--- config.mk ---
export PLATFORM = sky130hd
export DESIGN_NAME = bilateral_norm_div
export DESIGN_NICKNAME = d
export VERILOG_FILES = /design/src/rtl/bf_pkg.sv /design/src/rtl/bilateral_norm_div.sv
export SDC_FILE = /design/constraint.sdc
export NUM_CORES = 1
export LEC_CHECK = 0
export ABC_AREA = 1
export BUFFER_PORTS_ARGS = -buffer_cell sky130_fd_sc_hd__buf_4
export CORE_UTILIZATION = 60
export CTS_CLUSTER_SIZE = 8
export DETAILED_ROUTE_END_ITERATION = 16
export PLACE_DENSITY = 0.77
export SETUP_SLACK_MARGIN = 0.15
export SKIP_LAST_GASP = 1
export SYNTH_ARGS = -nofsm -noshare
export SYNTH_HDL_FRONTEND = slang
export SYNTH_SLANG_ARGS = --single-unit
--- constraint.sdc ---
create_clock -name clk -period 5.3 [get_ports clk]
set_input_delay 0.795 -clock clk [delete_from_list [all_inputs] [get_ports clk]]
set_output_delay 0.795 -clock clk [all_outputs]
set_load 0.01 [all_outputs]
--- src/rtl/bf_pkg.sv ---
// Shared definitions for the bilateral filter normalization stage.
package bf_pkg;

    // Default datapath widths: 21-bit weight sum times 8-bit pixel.
    localparam int unsigned NUM_W_DEF = 29;
    localparam int unsigned DEN_W_DEF = 21;
    localparam int unsigned Q_W_DEF   = 8;

    // Largest representable output pixel at the default quotient width.
    localparam logic [Q_W_DEF-1:0] PIX_MAX = '1;

    // Normalizer control states.
    typedef enum logic [1:0] {
        StIdle = 2'd0,
        StPrep = 2'd1,
        StDiv  = 2'd2,
        StDone = 2'd3
    } state_e;

endpackage

--- src/rtl/bilateral_norm_div.sv ---
// Normalization stage of the bilateral filter: pix = round(num / den), clipped to the
// pixel range, computed with a sequential restoring divider (one quotient bit per cycle).
module bilateral_norm_div
    import bf_pkg::*;
#(
    parameter int unsigned NUM_W = NUM_W_DEF,
    parameter int unsigned DEN_W = DEN_W_DEF,
    parameter int unsigned Q_W   = Q_W_DEF
) (
    input  logic             clk,
    input  logic             reset,
    input  logic             in_valid,
    output logic             in_ready,
    input  logic [NUM_W-1:0] num,
    input  logic [DEN_W-1:0] den,
    output logic             out_valid,
    input  logic             out_ready,
    output logic [Q_W-1:0]   pix,
    output logic             sat,
    output logic             div_zero
);

    // Rounded dividend needs one extra bit; the saturation compare needs room for den << Q_W.
    localparam int unsigned REM_W = NUM_W + 1;
    localparam int unsigned CMP_W = NUM_W + Q_W + 1;
    localparam int unsigned CNT_W = (Q_W > 1) ? $clog2(Q_W) : 1;

    localparam logic [Q_W-1:0] PixMax = {Q_W{1'b1}};

    state_e             state_q;
    logic [NUM_W-1:0]   num_q;
    logic [DEN_W-1:0]   den_q;
    logic [REM_W-1:0]   rem_q;
    logic [CNT_W-1:0]   cnt_q;
    logic [Q_W-1:0]     quo_q;
    logic [Q_W-1:0]     pix_q;
    logic               sat_q;
    logic               div_zero_q;
    logic               out_valid_q;

    logic [REM_W-1:0]   rem_init_d;
    logic [REM_W-1:0]   rem_step_d;
    logic [Q_W-1:0]     quo_d;
    logic [CMP_W-1:0]   sat_limit;
    logic [CMP_W-1:0]   trial;
    logic               den_zero;
    logic               sat_hit;
    logic               bit_set;

    // Datapath next values: rounding add, saturation test and one restoring-division step.
    always_comb begin
        // Adding den/2 before the floor division gives round-half-up.
        rem_init_d = REM_W'(num_q) + REM_W'(den_q >> 1);
        den_zero   = (den_q == '0);
        // Quotient would not fit in Q_W bits when rem >= den * 2^Q_W.
        sat_limit  = CMP_W'(den_q) << Q_W;
        sat_hit    = (CMP_W'(rem_init_d) >= sat_limit);

        trial      = CMP_W'(den_q) << cnt_q;
        bit_set    = (CMP_W'(rem_q) >= trial);
        rem_step_d = rem_q;
        quo_d      = quo_q;
        if (bit_set) begin
            // trial <= rem_q here, so truncating it to REM_W loses nothing.
            rem_step_d = rem_q - REM_W'(trial);
            quo_d      = quo_q | (Q_W'(1) << cnt_q);
        end
    end

    // Control FSM with registered result outputs.
    always_ff @(posedge clk) begin
        if (reset) begin
            state_q     <= StIdle;
            num_q       <= '0;
            den_q       <= '0;
            rem_q       <= '0;
            cnt_q       <= '0;
            quo_q       <= '0;
            pix_q       <= '0;
            sat_q       <= 1'b0;
            div_zero_q  <= 1'b0;
            out_valid_q <= 1'b0;
        end else begin
            unique case (state_q)
                StIdle: begin
                    if (in_valid) begin
                        num_q   <= num;
                        den_q   <= den;
                        state_q <= StPrep;
                    end
                end

                StPrep: begin
                    rem_q <= rem_init_d;
                    quo_q <= '0;
                    if (den_zero) begin
                        pix_q       <= '0;
                        sat_q       <= 1'b0;
                        div_zero_q  <= 1'b1;
                        out_valid_q <= 1'b1;
                        state_q     <= StDone;
                    end else if (sat_hit) begin
                        pix_q       <= PixMax;
                        sat_q       <= 1'b1;
                        div_zero_q  <= 1'b0;
                        out_valid_q <= 1'b1;
                        state_q     <= StDone;
                    end else begin
                        cnt_q   <= CNT_W'(Q_W - 1);
                        state_q <= StDiv;
                    end
                end

                StDiv: begin
                    rem_q <= rem_step_d;
                    quo_q <= quo_d;
                    if (cnt_q == '0) begin
                        pix_q       <= quo_d;
                        sat_q       <= 1'b0;
                        div_zero_q  <= 1'b0;
                        out_valid_q <= 1'b1;
                        state_q     <= StDone;
                    end else begin
                        cnt_q <= cnt_q - CNT_W'(1);
                    end
                end

                StDone: begin
                    // Result and flags hold until the writer takes them.
                    if (out_ready) begin
                        out_valid_q <= 1'b0;
                        state_q     <= StIdle;
                    end
                end

                default: begin
                    state_q     <= StIdle;
                    out_valid_q <= 1'b0;
                end
            endcase
        end
    end

    assign in_ready  = (state_q == StIdle);
    assign out_valid = out_valid_q;
    assign pix       = pix_q;
    assign sat       = sat_q;
    assign div_zero  = div_zero_q;

endmodule

Yosys cells after proc, flatten, opt, wreduce, memory -nomap -nowiden

Cells that the tools add are included.

Register bits: 104
Input port bits: 54
Output and inout bits: 12
Word-level logic and storage cells: 69

Add/subtract/negate cells: 3
Order comparisons: 2
Equality and inequality tests: 11
Shifts and indexed selects: 2
Muxes and demuxes: 29
Bitwise gates (word level): 1
Reductions and logical operators: 11

Operator list:

| cell                                             | number |
|---|---|
| one-hot mux 30 bit (2 select lines)              | 1 |
| greater-or-equal comparator 30 x 38 -> 1 bit     | 1 |
| << shifter 21 x 3 -> 38 bit                      | 1 |
| two-way mux 8 bit                                | 4 |
| one-hot mux 8 bit (2 select lines)               | 2 |
| adder 29 x 20 -> 30 bit                          | 1 |
| greater-or-equal comparator 30 x 29 -> 1 bit     | 1 |
| two-way mux 30 bit                               | 1 |
| subtractor 30 bit                                | 1 |
| logical NOT 21 bit                               | 1 |
| inequality test 2 bit (second input constant)    | 7 |
| two-way mux 1 bit                                | 10 |
| two-way mux 3 bit                                | 3 |
| OR 8 bit                                         | 1 |
| one-hot mux 2 bit (4 select lines)               | 1 |
| AND reduction 4 bit                              | 2 |
| << shifter 1 x 3 -> 8 bit (first input constant) | 1 |
| two-way mux 2 bit                                | 3 |
| one-hot mux 3 bit (2 select lines)               | 1 |
| AND reduction 3 bit                              | 2 |
| equality test 2 bit (second input constant)      | 2 |
| one-hot mux 1 bit (2 select lines)               | 2 |
| AND reduction 2 bit                              | 2 |
| logical NOT 3 bit                                | 1 |
| 7 further kinds                                  | 7 |

Longest topological paths before layout

Depth after elaboration: 5
Depth in mapped cells: 29
Depth with buffers taken out: 28

Worst setup path after synthesis

Ideal clock, no wire load.

Kind: reg-to-reg
Start point: register den_q[1]
End point: register div_zero_q (netlist: div_zero)
Library setup time: 0.112 ns
Arrival time: 3.247 ns
Data required time: 5.188 ns
Setup slack: 1.941 ns
Stages on the path, launching flop included: 25
Buffers on the path: 0
Clock period less this slack: 3.359 ns
Cells stage by stage: dfxtp_1 > ha_1 > fa_1 > nand3_1 > nand2_1 > a21oi_2 > o21ai_1 > nand2_1 > nand2_1 > or2_1 > and2_1 > ha_1 > nand2_1 > nor2_1 > and2_1 > nand2_1 > nand2_1 > a21oi_1 > nand2_1 > nand2_1 > nand4_2 > nand2_2 > inv_2 > nor2_1 > nor2_1

Cells in the longest elaborated chain, start to end: 4
Elaborated cells on any way between the ends: 7
Those cells by class: add/sub (1); order compare (1); eq/ne (1); mux (2); reduce/logical (2)

Ends and longest elaborated chain:

| item                                         | line                      | text |
|---|---|---|
| start: declaration                           | bilateral_norm_div.sv:32  | `logic [DEN_W-1:0] den_q;` |
| start signal: assignment                     | bilateral_norm_div.sv:88  | `den_q <= den;` |
| adder 29 x 20 -> 30 bit                      | bilateral_norm_div.sv:53  | `rem_init_d = REM_W'(num_q) + REM_W'(den_q >> 1);` |
| greater-or-equal comparator 30 x 29 -> 1 bit | bilateral_norm_div.sv:57  | `sat_hit = (CMP_W'(rem_init_d) >= sat_limit);` |
| inequality test 3 bit (no line)              | --                        |  |
| AND reduction 3 bit (no line)                | --                        |  |
| end signal: assignment                       | bilateral_norm_div.sv:81  | `div_zero_q <= 1'b0;` |
| end signal: assignment                       | bilateral_norm_div.sv:99  | `div_zero_q <= 1'b1;` |
| end signal: assignment                       | bilateral_norm_div.sv:105 | `div_zero_q <= 1'b0;` |
| end: declaration                             | bilateral_norm_div.sv:38  | `logic div_zero_q;` |

Parallel ways exist; a longest one is shown, timed or not.
A chain may end at the register's enable or synchronous reset.

Worst setup path after layout

Start point: register cnt_q[0]
End point: register rem_q[12]

Cells in the longest elaborated chain, start to end: 4
Elaborated cells on any way between the ends: 7
Those cells by class: add/sub (1); order compare (1); eq/ne (1); shift (1); mux (2); reduce/logical (1)

Ends and longest elaborated chain:

| item                                                                                     | line                                               | text |
|---|---|---|
| start: declaration                                                                       | bilateral_norm_div.sv:34                           | `logic [CNT_W-1:0] cnt_q;` |
| start signal: assignment                                                                 | bilateral_norm_div.sv:109                          | `cnt_q <= CNT_W'(Q_W - 1);` |
| start signal: assignment                                                                 | bilateral_norm_div.sv:124                          | `cnt_q <= cnt_q - CNT_W'(1);` |
| << shifter 21 x 3 -> 38 bit *                                                            | bilateral_norm_div.sv:59                           | `trial = CMP_W'(den_q) << cnt_q;` |
| subtractor 30 bit / greater-or-equal comparator 30 x 38 -> 1 bit (equally long branches) | bilateral_norm_div.sv:65, bilateral_norm_div.sv:60 |  |
| two-way mux 30 bit / inequality test 2 bit (equally long branches)                       | --                                                 |  |
| one-hot mux 30 bit (2 select lines) / AND reduction 2 bit (equally long branches)        | --                                                 |  |
| end signal: assignment                                                                   | bilateral_norm_div.sv:94                           | `rem_q <= rem_init_d;` |
| end signal: assignment                                                                   | bilateral_norm_div.sv:115                          | `rem_q <= rem_step_d;` |
| end: declaration                                                                         | bilateral_norm_div.sv:33                           | `logic [REM_W-1:0] rem_q;` |

Every way passes the cells marked *; elsewhere a longest branch is shown, timed or not. The select of a mux whose other input is x is not followed.

==> reports/qor.csv <==
stage,metric,value,unit
floorplan,die_h,123.8,µm
logic_synthesis,synth_cell_type_count,47,
timing,fin_crit,4.347,ns
hold_path,min_path_type,flop to flop,
worst_setup_path,worstPathRequired,5.59,ns
worst_setup_path,reg2reg_depth,19,
floorplan,ioPinCount,66,
grt,grt_util_met1,45.76,%
floorplan,core,14530,µm²
routing,wire_per_inst,15.74,µm
timing,hold_viol_final,0,
logic_synthesis,ys_warn_count,0,
routing,drt_wl_total,26490,µm
clock_tree,cts_inserted_buffers,9,
clock_tree,clk_latency,0.37,ns
floorplan,row_count,44,
layout,diodes,0,
timing,setup_violations,0,
grt,use_met3,6.319,%
worst_setup_path,endpoint,rem_q[12]$_SDFFE_PP0P_,
routing,via_per_inst,5.658,
grt,antenna_found_initial,1,
clock_tree,cts_setup_buffers,0,
grt,grt_max_degree,48,
clock_tree,clock_tree.root_cell,clkbuf_16,
worst_setup_path,start_kind,flop,
floorplan,start_util,61.28,%
clock_tree,cts.sink_count,104,
floorplan,dieWidth,123.8,µm
clock_tree,clk_pin_slew_worst_paths,0.08,ns
logic_synthesis,synthFlopType,dfxtp_1,
layout,final_cell_mix,"nand2_1 (354), nor2_1 (216), o21ai_0 (157)",
layout,seq_area,2082,µm²
worst_setup_path,worstPathMaxFanout,29,
logic_synthesis,synth_edf_count,0,
grt,grt_pass1_wl,42320,µm
layout,layout_commonest_cell,nand2_1,
timing,min_period_over_period,82.03,%
clock_tree,h-tree-depth,3,
grt,use_met2,58.09,%
layout,drive_gt1_share,8.072,%
layout,multi_input_area,6041,µm²
logic_synthesis,syn_inst,1461,
routing,ant_nets,0,
logic_synthesis,synth_nets,1595,
grt,grt_pass1_vias,8591,
worst_setup_path,cp.arrival,4.64,ns
floorplan,die_area,15340,µm²
worst_setup_path,cp-end-kind,flop,
timing,rsz0062_at_grt,false,
worst_setup_path,r2r_end,rem_q[12]$_SDFFE_PP0P_,
grt,grt_overflow_total,0,
logic_synthesis,ys_ff_latch,104,
timing,clock_skew,0.01604,ns
place,dp_hpwl,20900,µm
clock_tree,clock_path_buffers,2,
logic_synthesis,syn_avg_cell_area,6.096,µm²
timing,max_slew.worst_pin.slew,1.056,ns
worst_setup_path,critical_path.startpoint,cnt_q[0]$_SDFFE_PP0P_,
status,status,finished clean,
timing,slew_violations,0,
place,numPortBuffers,65,
timing,fmax,230.0,MHz
place,placed_cell_area,9467,µm²
run,maxCapViolCount,0,
timing,slew_headroom,29.54,%
clock_tree,cts_resized,0,
grt,top_usage_layer,met2,
layout,fin_nets,1628,
worst_setup_path,r2r_slack,0.95,ns
timing,final.setup.tns,0,ns
routing,drt_first_iter_violations,803,
routing,num_vias,9522,
layout,postLayoutCellArea,9787,µm²
place,place_congestion,0.9912,
routing,drtPass1Iterations,6,
worst_setup_path,crit_type,flop to flop,
clock_tree,cts_tree,built,
logic_synthesis,yosysSeqAreaShare,23.38,%
grt,grt_use_total,35.67,%
worst_setup_path,r2r-start,cnt_q[0]$_SDFFE_PP0P_,
clock_tree,ctsHoldBuffers,0,
routing,drc,0,
layout,fill_cells,1437,
logic_synthesis,async_reset_ff_share,0,%
layout,area_growth,9.890,%
logic_synthesis,synth.cell_area,8906,µm²
-- registers in the layout (all words and copies together) (netlist names) --
name / count
rem_q: 30
quo_q: 8
sat: 1
div_zero: 1
num_q: 29
state_q: 2
pix: 8
cnt_q: 3
den_q: 21
out_valid: 1
-- final cells by class --
class | count | share of cell area (%)
sequential | 104 | 21.27
inverter | 152 | 5.855
clock inverter | 7 | 0.9716
tap | 184 | 2.352
timing repair buffer | 72 | 5.523
multi-input combinational | 1155 | 61.72
clock buffer | 9 | 2.301
-- cells in the mapped netlist (6+ instances only) --
cell type / n / area share (%)
mux2i_1: 10 / 1.1
o21ai_1: 11 / 0.62
xnor2_1: 9 / 0.89
ha_1: 78 / 11
or2_2: 14 / 0.98
dfxtp_1: 104 / 23
nand3_1: 80 / 4.5
a21oi_1: 110 / 6.2
a21boi_0: 6 / 0.51
a21o_1: 8 / 0.67
nand4_1: 15 / 1.1
inv_1: 147 / 6.2
xor2_1: 18 / 1.8
nor3_1: 16 / 0.90
nor2_1: 216 / 9.1
nand2_1: 355 / 15
clkbuf_1: 40 / 1.7
o21ai_0: 157 / 8.8
and2_1: 9 / 0.63
-- through the flow --
stage / utilization (%) / setup slack, ns / hold slack [ns] / instances
2_1_floorplan: - / 1.941 / 0.4419 / 1461
3_3_place_gp: 65.13 / 1.044 / 0.4570 / 1667
3_5_place_dp: 65.13 / 1.044 / 0.4634 / 1667
4_1_cts: 67.34 / 1.020 / 0.4735 / 1683
5_1_grt: 67.34 / 0.5982 / 0.4885 / 1683
6_report: 67.34 / 0.9526 / 0.4745 / 1683
-- worst max-delay path, cell delays in order, from the launching register on --
cell     delay [ns]
dfxtp_1        0.94
buf_4          0.37
nand2_1        0.10
o21ai_0        0.11
inv_1          0.09
nand2_1        0.06
o21ai_0        0.14
nand2_1        0.09
o21ai_0        0.11
ha_1           0.36
a21oi_1        0.22
o21ai_0        0.19
a21oi_1        0.21
nand3_2        0.16
nand3_2        0.11
nand2_4        0.09
o21ai_4        0.36
buf_4          0.30
o21ai_0        0.13
nor2_1         0.13
-- how the worst min path moves through the flow --
stage | from | to | slack, ns | depth (start not counted)
6_report | rem_q[13]$_SDFFE_PP0P_ | rem_q[13]$_SDFFE_PP0P_ | 0.47 | 2
3_5_place_dp | rem_q[13]$_SDFFE_PP0P_ | rem_q[13]$_SDFFE_PP0P_ | 0.46 | 2
5_1_grt | rem_q[13]$_SDFFE_PP0P_ | rem_q[13]$_SDFFE_PP0P_ | 0.49 | 2
2_1_floorplan | rem_q[23]$_SDFFE_PP0P_ | rem_q[23]$_SDFFE_PP0P_ | 0.44 | 2
4_1_cts | rem_q[13]$_SDFFE_PP0P_ | rem_q[13]$_SDFFE_PP0P_ | 0.47 | 2
3_3_place_gp | rem_q[0]$_SDFFE_PP0P_ | rem_q[0]$_SDFFE_PP0P_ | 0.46 | 2
-- layer usage --
layer	share of wire (%)	vias up
met3	6.9	68
met4	3.5	0
met5	0	-
li1	-	4852
met2	45	336
met1	45	4266
-- cell families (layout without fill, tap and decap cells) --
| family | count (synthesis) | count (layout) | synth area share (%) |
|---|---|---|---|
| compound gates | 316 | 316 | 18.97 |
| xor+xnor | 27 | 27 | 2.655 |
| fa+ha+maj | 80 | 80 | 11.41 |
| buf+inv | 202 | 240 | 8.823 |
| flops | 104 | 104 | 23.38 |
| mux | 10 | 10 | 1.124 |
| simple gates | 722 | 722 | 33.65 |
Power is left out: the tool's default activity adds up to more than one toggle a clock period on the data nets, which glitch-free logic cannot reach.
